$ cat src/rtl/sdram_req_arbiter.sv
// -----------------------------------------------------------------------------
// sdram_req_arbiter
//
// Front-end for a NESTang-style SDRAM controller. Client read/write requests
// arrive over a valid/ready handshake and are turned into the controller's
// single-cycle rd / wr / refresh pulses. A free-running refresh timer
// schedules refreshes, and a due refresh always wins over a client request.
// Read data comes back to the client as a one-cycle rsp_valid pulse.
//
// Optional feature macro: SDRAM_ARB_STATS_EN
//   When defined, the refresh_cnt and debt_cnt statistics outputs exist.
//   When undefined, neither port nor counter is built.
//
// Ports
//   clk, resetn              clock, asynchronous active-low reset
//   req_valid/req_ready      client request handshake (req_ready is combinational)
//   req_we/req_addr/req_wdata  request type (1 = write), address, write data
//   rsp_valid/rsp_rdata      one-cycle read response
//   mem_addr/mem_din         address and write data to the controller, held
//                            from the pulse until the FSM is back in IDLE
//   mem_rd/mem_wr/mem_refresh  single-cycle command pulses to the controller
//   mem_dout/mem_data_ready/mem_busy  controller status and read data
//   timeout_err              sticky: an access stayed in WAIT for TIMEOUT cycles
//   refresh_cnt, debt_cnt    (SDRAM_ARB_STATS_EN only) refresh pulses issued,
//                            cycles spent with the refresh timer saturated
// -----------------------------------------------------------------------------
module sdram_req_arbiter #(
    parameter int unsigned FREQ       = 27_000_000,
    parameter int unsigned REFRESH_US = 15,
    parameter int unsigned ADDR_W     = 23,
    parameter int unsigned DATA_W     = 8,
    parameter int unsigned TIMEOUT    = 255
) (
    input  logic              clk,
    input  logic              resetn,
    input  logic              req_valid,
    output logic              req_ready,
    input  logic              req_we,
    input  logic [ADDR_W-1:0] req_addr,
    input  logic [DATA_W-1:0] req_wdata,
    output logic              rsp_valid,
    output logic [DATA_W-1:0] rsp_rdata,
    output logic [ADDR_W-1:0] mem_addr,
    output logic [DATA_W-1:0] mem_din,
    output logic              mem_rd,
    output logic              mem_wr,
    output logic              mem_refresh,
    input  logic [DATA_W-1:0] mem_dout,
    input  logic              mem_data_ready,
    input  logic              mem_busy,
    output logic              timeout_err
`ifdef SDRAM_ARB_STATS_EN
    ,
    output logic [15:0]       refresh_cnt,
    output logic [15:0]       debt_cnt
`endif
);

    // Refresh interval in cycles; the timer holds at most two intervals of debt.
    localparam int unsigned RCYC = FREQ / 1_000_000 * REFRESH_US;
    localparam int unsigned RMAX = 2 * RCYC;
    localparam int unsigned RW   = $clog2(RMAX + 1);
    localparam int unsigned TW   = $clog2(TIMEOUT + 1);

    typedef enum logic [1:0] {
        StIdle = 2'd0,
        StGap  = 2'd1,
        StWait = 2'd2
    } state_e;

    state_e            state_q, state_d;
    logic [RW-1:0]     rtime_q, rtime_d;
    logic [TW-1:0]     wcnt_q, wcnt_d;
    logic              rd_op_q, rd_op_d;
    logic              got_q, got_d;
    logic [ADDR_W-1:0] mem_addr_q, mem_addr_d;
    logic [DATA_W-1:0] mem_din_q, mem_din_d;
    logic              mem_rd_q, mem_rd_d;
    logic              mem_wr_q, mem_wr_d;
    logic              mem_refresh_q, mem_refresh_d;
    logic              rsp_valid_q, rsp_valid_d;
    logic [DATA_W-1:0] rsp_rdata_q, rsp_rdata_d;
    logic              timeout_err_q, timeout_err_d;

    logic              refresh_due;
    logic              issue_ref;
    logic [RW-1:0]     rtime_inc;

    assign refresh_due = (rtime_q >= RW'(RCYC));

    // Gated by resetn so that every output reads 0 while reset is held.
    assign req_ready = resetn & (state_q == StIdle) & ~mem_busy & ~refresh_due;

    always_comb begin
        state_d       = state_q;
        wcnt_d        = wcnt_q;
        rd_op_d       = rd_op_q;
        got_d         = got_q;
        mem_addr_d    = mem_addr_q;
        mem_din_d     = mem_din_q;
        mem_rd_d      = 1'b0;
        mem_wr_d      = 1'b0;
        mem_refresh_d = 1'b0;
        rsp_valid_d   = 1'b0;
        rsp_rdata_d   = rsp_rdata_q;
        timeout_err_d = timeout_err_q;
        issue_ref     = 1'b0;

        // Wait counter runs through GAP and WAIT and saturates at TIMEOUT.
        if ((state_q != StIdle) && (wcnt_q != TW'(TIMEOUT))) begin
            wcnt_d = wcnt_q + 1'b1;
        end

        unique case (state_q)
            StIdle: begin
                if (refresh_due && !mem_busy) begin
                    issue_ref     = 1'b1;
                    mem_refresh_d = 1'b1;
                    rd_op_d       = 1'b0;
                    got_d         = 1'b0;
                    wcnt_d        = '0;
                    state_d       = StGap;
                end else if (req_valid && req_ready) begin
                    mem_addr_d = req_addr;
                    mem_din_d  = req_wdata;
                    rd_op_d    = ~req_we;
                    mem_wr_d   = req_we;
                    mem_rd_d   = ~req_we;
                    got_d      = 1'b0;
                    wcnt_d     = '0;
                    state_d    = StGap;
                end
            end
            StGap: begin
                // busy from the controller lags the pulse, so it is not looked at here
                state_d = StWait;
            end
            StWait: begin
                if (rd_op_q && mem_data_ready && !got_q) begin
                    rsp_valid_d = 1'b1;
                    rsp_rdata_d = mem_dout;
                    got_d       = 1'b1;
                end
                if (!mem_busy) begin
                    state_d = StIdle;
                end else if (wcnt_q >= TW'(TIMEOUT)) begin
                    timeout_err_d = 1'b1;
                    state_d       = StIdle;
                end
            end
            default: begin
                state_d = StIdle;
            end
        endcase
    end

    // Refresh timer: saturating increment, minus one interval when a refresh
    // is issued. Issuing requires refresh_due, so the subtraction cannot wrap.
    always_comb begin
        rtime_inc = (rtime_q == RW'(RMAX)) ? rtime_q : rtime_q + 1'b1;
        rtime_d   = issue_ref ? (rtime_inc - RW'(RCYC)) : rtime_inc;
    end

    always_ff @(posedge clk or negedge resetn) begin
        if (!resetn) begin
            state_q       <= StIdle;
            rtime_q       <= '0;
            wcnt_q        <= '0;
            rd_op_q       <= 1'b0;
            got_q         <= 1'b0;
            mem_addr_q    <= '0;
            mem_din_q     <= '0;
            mem_rd_q      <= 1'b0;
            mem_wr_q      <= 1'b0;
            mem_refresh_q <= 1'b0;
            rsp_valid_q   <= 1'b0;
            rsp_rdata_q   <= '0;
            timeout_err_q <= 1'b0;
        end else begin
            state_q       <= state_d;
            rtime_q       <= rtime_d;
            wcnt_q        <= wcnt_d;
            rd_op_q       <= rd_op_d;
            got_q         <= got_d;
            mem_addr_q    <= mem_addr_d;
            mem_din_q     <= mem_din_d;
            mem_rd_q      <= mem_rd_d;
            mem_wr_q      <= mem_wr_d;
            mem_refresh_q <= mem_refresh_d;
            rsp_valid_q   <= rsp_valid_d;
            rsp_rdata_q   <= rsp_rdata_d;
            timeout_err_q <= timeout_err_d;
        end
    end

    assign mem_addr    = mem_addr_q;
    assign mem_din     = mem_din_q;
    assign mem_rd      = mem_rd_q;
    assign mem_wr      = mem_wr_q;
    assign mem_refresh = mem_refresh_q;
    assign rsp_valid   = rsp_valid_q;
    assign rsp_rdata   = rsp_rdata_q;
    assign timeout_err = timeout_err_q;

`ifdef SDRAM_ARB_STATS_EN
    logic [15:0] refresh_cnt_q, refresh_cnt_d;
    logic [15:0] debt_cnt_q, debt_cnt_d;

    always_comb begin
        refresh_cnt_d = refresh_cnt_q + (mem_refresh_q ? 16'd1 : 16'd0);
        debt_cnt_d    = debt_cnt_q + ((rtime_q == RW'(RMAX)) ? 16'd1 : 16'd0);
    end

    always_ff @(posedge clk or negedge resetn) begin
        if (!resetn) begin
            refresh_cnt_q <= '0;
            debt_cnt_q    <= '0;
        end else begin
            refresh_cnt_q <= refresh_cnt_d;
            debt_cnt_q    <= debt_cnt_d;
        end
    end

    assign refresh_cnt = refresh_cnt_q;
    assign debt_cnt    = debt_cnt_q;
`endif

endmodule

$ cat config.mk
export PLATFORM = sky130hd
export DESIGN_NAME = sdram_req_arbiter
export DESIGN_NICKNAME = d
export VERILOG_FILES = /design/src/rtl/sdram_req_arbiter.sv
export SDC_FILE = /design/constraint.sdc
export NUM_CORES = 1
export LEC_CHECK = 0
export CAP_MARGIN = 20
export CORE_MARGIN = 2
export CORE_UTILIZATION = 45
export DETAILED_ROUTE_END_ITERATION = 16
export PLACE_DENSITY = 0.73
export SLEW_MARGIN = 20
export SYNTH_ARGS = -nofsm -noshare
export SYNTH_HDL_FRONTEND = slang
export SYNTH_SLANG_ARGS = --single-unit
$ cat constraint.sdc
create_clock -name clk -period 4.65 [get_ports clk]
set_input_delay 0.6975 -clock clk [delete_from_list [all_inputs] [get_ports clk]]
set_output_delay 0.6975 -clock clk [all_outputs]
set_load 0.1 [all_outputs]
## Word-level counts from Yosys, hierarchy flattened

Cells that the tools add are included.

- Register bits after elaboration: 66
- Input port bits: 45
- Output and inout bits: 45
- Word-level logic and storage cells: 76

- Add/subtract/negate cells: 3
- Order comparisons: 2
- Equal/unequal tests: 7
- Mux-type cells: 27
- Bitwise operators: 7
- Reduce and logical (&&, ||, !) cells: 17

Operators with widths:

| kind | number |
|---|---|
| 2-to-1 mux 8 bit | 4 |
| 2-to-1 mux 10 bit | 2 |
| 2-to-1 mux 1 bit | 15 |
| adder 10 x 1 -> 10 bit, second input constant | 1 |
| == test 10 bit, second input constant | 1 |
| >= comparator 10 x 9 -> 1 bit, second input constant | 1 |
| subtractor 10 x 9 -> 10 bit, second input constant | 1 |
| AND reduction 3 bit | 3 |
| adder 8 x 1 -> 8 bit, second input constant | 1 |
| >= comparator 8 bit, second input constant | 1 |
| 2-to-1 mux 2 bit | 4 |
| inequality test 8 bit, second input constant | 1 |
| case mux 2 bit (3 select lines) | 1 |
| AND reduction 2 bit | 3 |
| nonzero test 2 bit | 3 |
| logical AND 1 bit | 5 |
| NOT 1 bit | 4 |
| AND 1 bit | 3 |
| inequality test 3 x 1 -> 1 bit, second input constant | 1 |
| inequality test 3 bit, second input constant | 1 |
| == test 2 x 1 -> 1 bit, second input constant | 1 |
| == test 2 bit, second input constant | 1 |
| logical NOT 1 bit | 2 |
| logical NOT 2 bit | 1 |
| 2 further kinds | 2 |

## Logic depth before layout (Yosys ltp)

- Depth after elaboration: 8
- Depth in mapped cells: 10
- Depth with buffers taken out: 9

## Least setup slack after synthesis

OpenSTA, ideal clock, no wires.

- Kind: register to output
- Start: register rtime_q[0]
- End: output req_ready
- Arrival: 2.104 ns
- Required time: 3.953 ns
- Setup slack: 1.848 ns
- Stages on the path, launching flop included: 8
- Path buffers: 1
- Cells stage by stage: dfrtp_1 > buf_2 > inv_1 > ha_1 > nor2b_1 > o211ai_4 > a31oi_4 > and3_1

- Word-level cells in the longest chain between the ends: 3

RTL lines:

| element | line | source |
|---|---|---|
| start: declaration | 72 | `logic [RW-1:0] rtime_q, rtime_d;` |
| start signal: assignment | 181 | `rtime_q <= rtime_d;` |
| >= comparator 10 x 9 -> 1 bit | 89 | `assign refresh_due = (rtime_q >= RW'(RCYC));` |
| NOT 1 bit | 92 | `assign req_ready = resetn & (state_q == StIdle) & ~mem_busy & ~refresh_due;` |
| AND 1 bit | 92 |  |
| end: declaration | 37 | `output logic req_ready,` |

No other way between the ends.

## Worst setup path in the final report

- Start: register rtime_q[1]
- End: output req_ready

Same word-level chain as after synthesis.

==> key figures <==
CTS
  – Clock tree buffer depth: 2
  – Inserted Clock Buffers: 9
  – H-tree depth: 3
  – Clock Sinks: 66
  – Clk_lat worst skew: 330 ps
  – # hold bufs at CTS: 0
  – Post_cts resized: 0
  – Clock transition at path regs: 70 ps
  – CTS tree: yes
  – Post-CTS setup buffers: 0
  – Root Buffer: clkbuf_8

Synthesis
  – Top cell type's share of synthesized area: 0.519
  – Mapped Cells: 274
  – Post-synth EDFFs: 0
  – Post-synthesis compound-gate area fraction: 0.0833
  – Simple-Gate Fraction of Synth Area: 0.167
  – Largest cells by area after synthesis: dfrtp_1 52%, mux2_2 11%, nand2_1 4.5%, xnor2_1 3.9%, nor2_1 2.0%
  – Asr flop ratio synth: 1.00
  – Multiplexer share of the synthesized area: 0.123
  – Largest family of logic cells by synthesized area: simple AND/OR/NAND/NOR gates
  – Leading area contributor after synthesis: dfrtp_1
  – Syn. warnings: 0
  – Commonest register cell after synthesis: dfrtp_1
  – Syn_nets: 324
  – Seq cells post-synth: 66
  – Area share of fa/ha/maj cells after synthesis: 0.0197
  – Post-Syn Area: 3180 µm²
  – Mean Syn Cell Area: 11.6 µm²
  – XOR/XNOR Fraction of Synth Area: 0.0578
  – Sequential area share after synthesis: 0.519
  – Cell variety after synth: 51

Run status
  – Status: finished clean

STA
  – RSZ-0062 raised after global routing: no
  – Fin crit share: 0.630
  – Final max-slew violation count: 0
  – Fin Clk Skew: 7.87 ps
  – Period minus WS final: 2930 ps
  – Fin. Hold Viols: 0
  – # setup viols final: 0
  – Peak Freq: 342 MHz
  – Slew @ Worst Pin: 1030 ps
  – Worst slew margin: 0.313
  – Setup TNS: 0 ps

Drt
  – DRT Wirelength: 6650 µm
  – Vias per cell: 5.00
  – DR WL/cell: 14.3 µm
  – Routed vias: 2324
  – Antenna-violating nets left: 0
  – DRT Pass-1 Iters: 4
  – DRC viols: 0
  – DRT iter0 DRCs: 120

Critical path
  – Worst path slowest cell: dfrtp_1
  – Worst Setup End Kind: output port
  – WS Path Type: reg -> out
  – WP data required: 3950 ps
  – Arr. time, crit path: 2230 ps
  – CP Launch Type: flip-flop
  – Crit-path cells: inv_1 -> ha_1 -> nor2b_1 -> o211ai_4 -> a31oi_4 -> and3_1 -> buf_4
  – Worst-path fanout max: 8
  – CP peak stage delay: 490 ps

Global route
  – Overflow left after global routing: 0
  – GR Util All Layers: 0.179
  – First-pass GRT wire length: 10600 µm
  – Initial antenna violation count: 0
  – Largest net degree at the start of global routing: 67
  – Vias in the first global route: 2220

Placement
  – DPL Wire Length: 4820 µm
  – Post-DP Area: 4130 µm²
  – Final estimated routing congestion in global placement: 0.828
  – Port bufs: 89

Layout
  – Fillcell total: 586
  – Ant diodes: 0
  – Area Overhead vs Synth: 35.4%
  – Layout cells sized above 1: 0.176
  – Footprint of the multi-input gates: 1440 µm²
  – Sequential cell area: 1650 µm²
  – NumNets Final: 416
  – Design area: 4310 µm²

Floorplanning
  – DIE AREA: 7760 µm²
  – Ports: 90
  – Die Ht: 88.1 µm
  – Starting Density: 0.466
  – Core Rows: 30
  – Core area: 6830 µm²
  – Die width: 88.1 µm

Flow run
  – Max_cap viols: 0

Min path
  – Min-Delay Path Class: reg -> reg
[final cells by class]
type | count | area share
Clock buffer | 12 | 0.0383
Timing Repair Buffer | 90 | 0.207
Tap cell | 96 | 0.0279
Inverter | 7 | 0.00784
Sequential cell | 66 | 0.383
Clock inverter | 2 | 0.00290
Multi-Input combinational cell | 192 | 0.333
[metrics by stage]
stage / std cells / worst slack, ps / utilization / hold slack [ps]
3_5_place_dp: 451 / 1980 / 0.605 / 459
4_1_cts: 465 / 1700 / 0.631 / 475
6_report: 465 / 1720 / 0.631 / 472
2_1_floorplan: 274 / 1850 / - / 402
3_3_place_gp: 451 / 2040 / 0.605 / 458
5_1_grt: 465 / 1560 / 0.631 / 508
[cells by family (layout without fill, tap and decap cells)]
family          after synthesis  in the layout
xor+xnor                     21             21
fa+ha+maj                     5              5
buf+inv                      16            111
simple gates                101            101
mux                          35             35
flops                        66             66
compound gates               30             30
[flip-flops by register name, summed over array words and instances, names as in the netlist]
signal / cells
mem_din: 8
mem_refresh: 1
mem_wr: 1
rtime_q: 10
rsp_valid: 1
got_q: 1
rd_op_q: 1
mem_rd: 1
mem_addr: 23
rsp_rdata: 8
timeout_err: 1
wcnt_q: 8
state_q: 2
[cell usage after synthesis, types with 4 or more instances]
| cell type | n |
|---|---|
| and3_1 | 6 |
| a211oi_1 | 4 |
| mux2_2 | 31 |
| dfrtp_1 | 66 |
| inv_1 | 4 |
| nand2_1 | 38 |
| ha_1 | 5 |
| buf_2 | 4 |
| a21oi_1 | 6 |
| nor2b_1 | 6 |
| nor3_1 | 6 |
| xnor2_1 | 14 |
| nor2_1 | 17 |
| xor2_1 | 7 |
| nand3_1 | 11 |
[worst max-delay path, delay by kind of cell (launching register included)]
kind	cells	cell delay [ps]
flip-flops	1	490
AO/OA/AOI/OAI	2	370
AND/OR/NAND/NOR	2	420
adder cells (fa/ha/maj)	1	190
buffers and inverters	2	420
[path summary, 6_finish.rpt]
check,startpoint,end,slack [ps],cells past startpoint
setup reg to reg,rtime_q[1],mem_addr[20],2070,7
hold / removal,timeout_err,timeout_err,470,1
setup / recovery,rtime_q[1],req_ready,1720,7
min in group asynchronous,resetn,rtime_q[0],580,2
max in group asynchronous,resetn,mem_refresh,3520,2
hold reg to reg,timeout_err,timeout_err,470,1
[metal layers]
metal  routed length (µm)  GRT usage
met5                    0          0
met1                 2860      0.229
met4                  112     0.0647
met2                 3210      0.283
met3                  468     0.0631
[placed cells by master, fill, tap and decap left out, types with 2 or more instances in the layout]
master	Yosys	final
nor2_1	17	17
buf_4	0	2
nand4b_1	2	2
o21ai_0	2	2
xor2_1	7	7
nor2b_1	6	6
nor3b_1	2	2
clkbuf_8	0	12
nand2_1	38	38
nand2_2	2	2
clkdlybuf4s50_1	0	87
nor3_1	6	6
mux2_2	31	31
ha_1	5	5
a211oi_1	4	4
xnor2_1	14	14
and3_1	6	6
o22ai_1	3	3
a21oi_1	6	6
inv_1	4	4
nand3_1	11	11
dfrtp_1	66	66
mux2_1	2	2
a31o_2	2	2
mux2i_1	2	2
nand2b_1	2	2
Power is left out: the tool's default activity adds up to more than one toggle a clock period on the data nets, which glitch-free logic cannot reach.
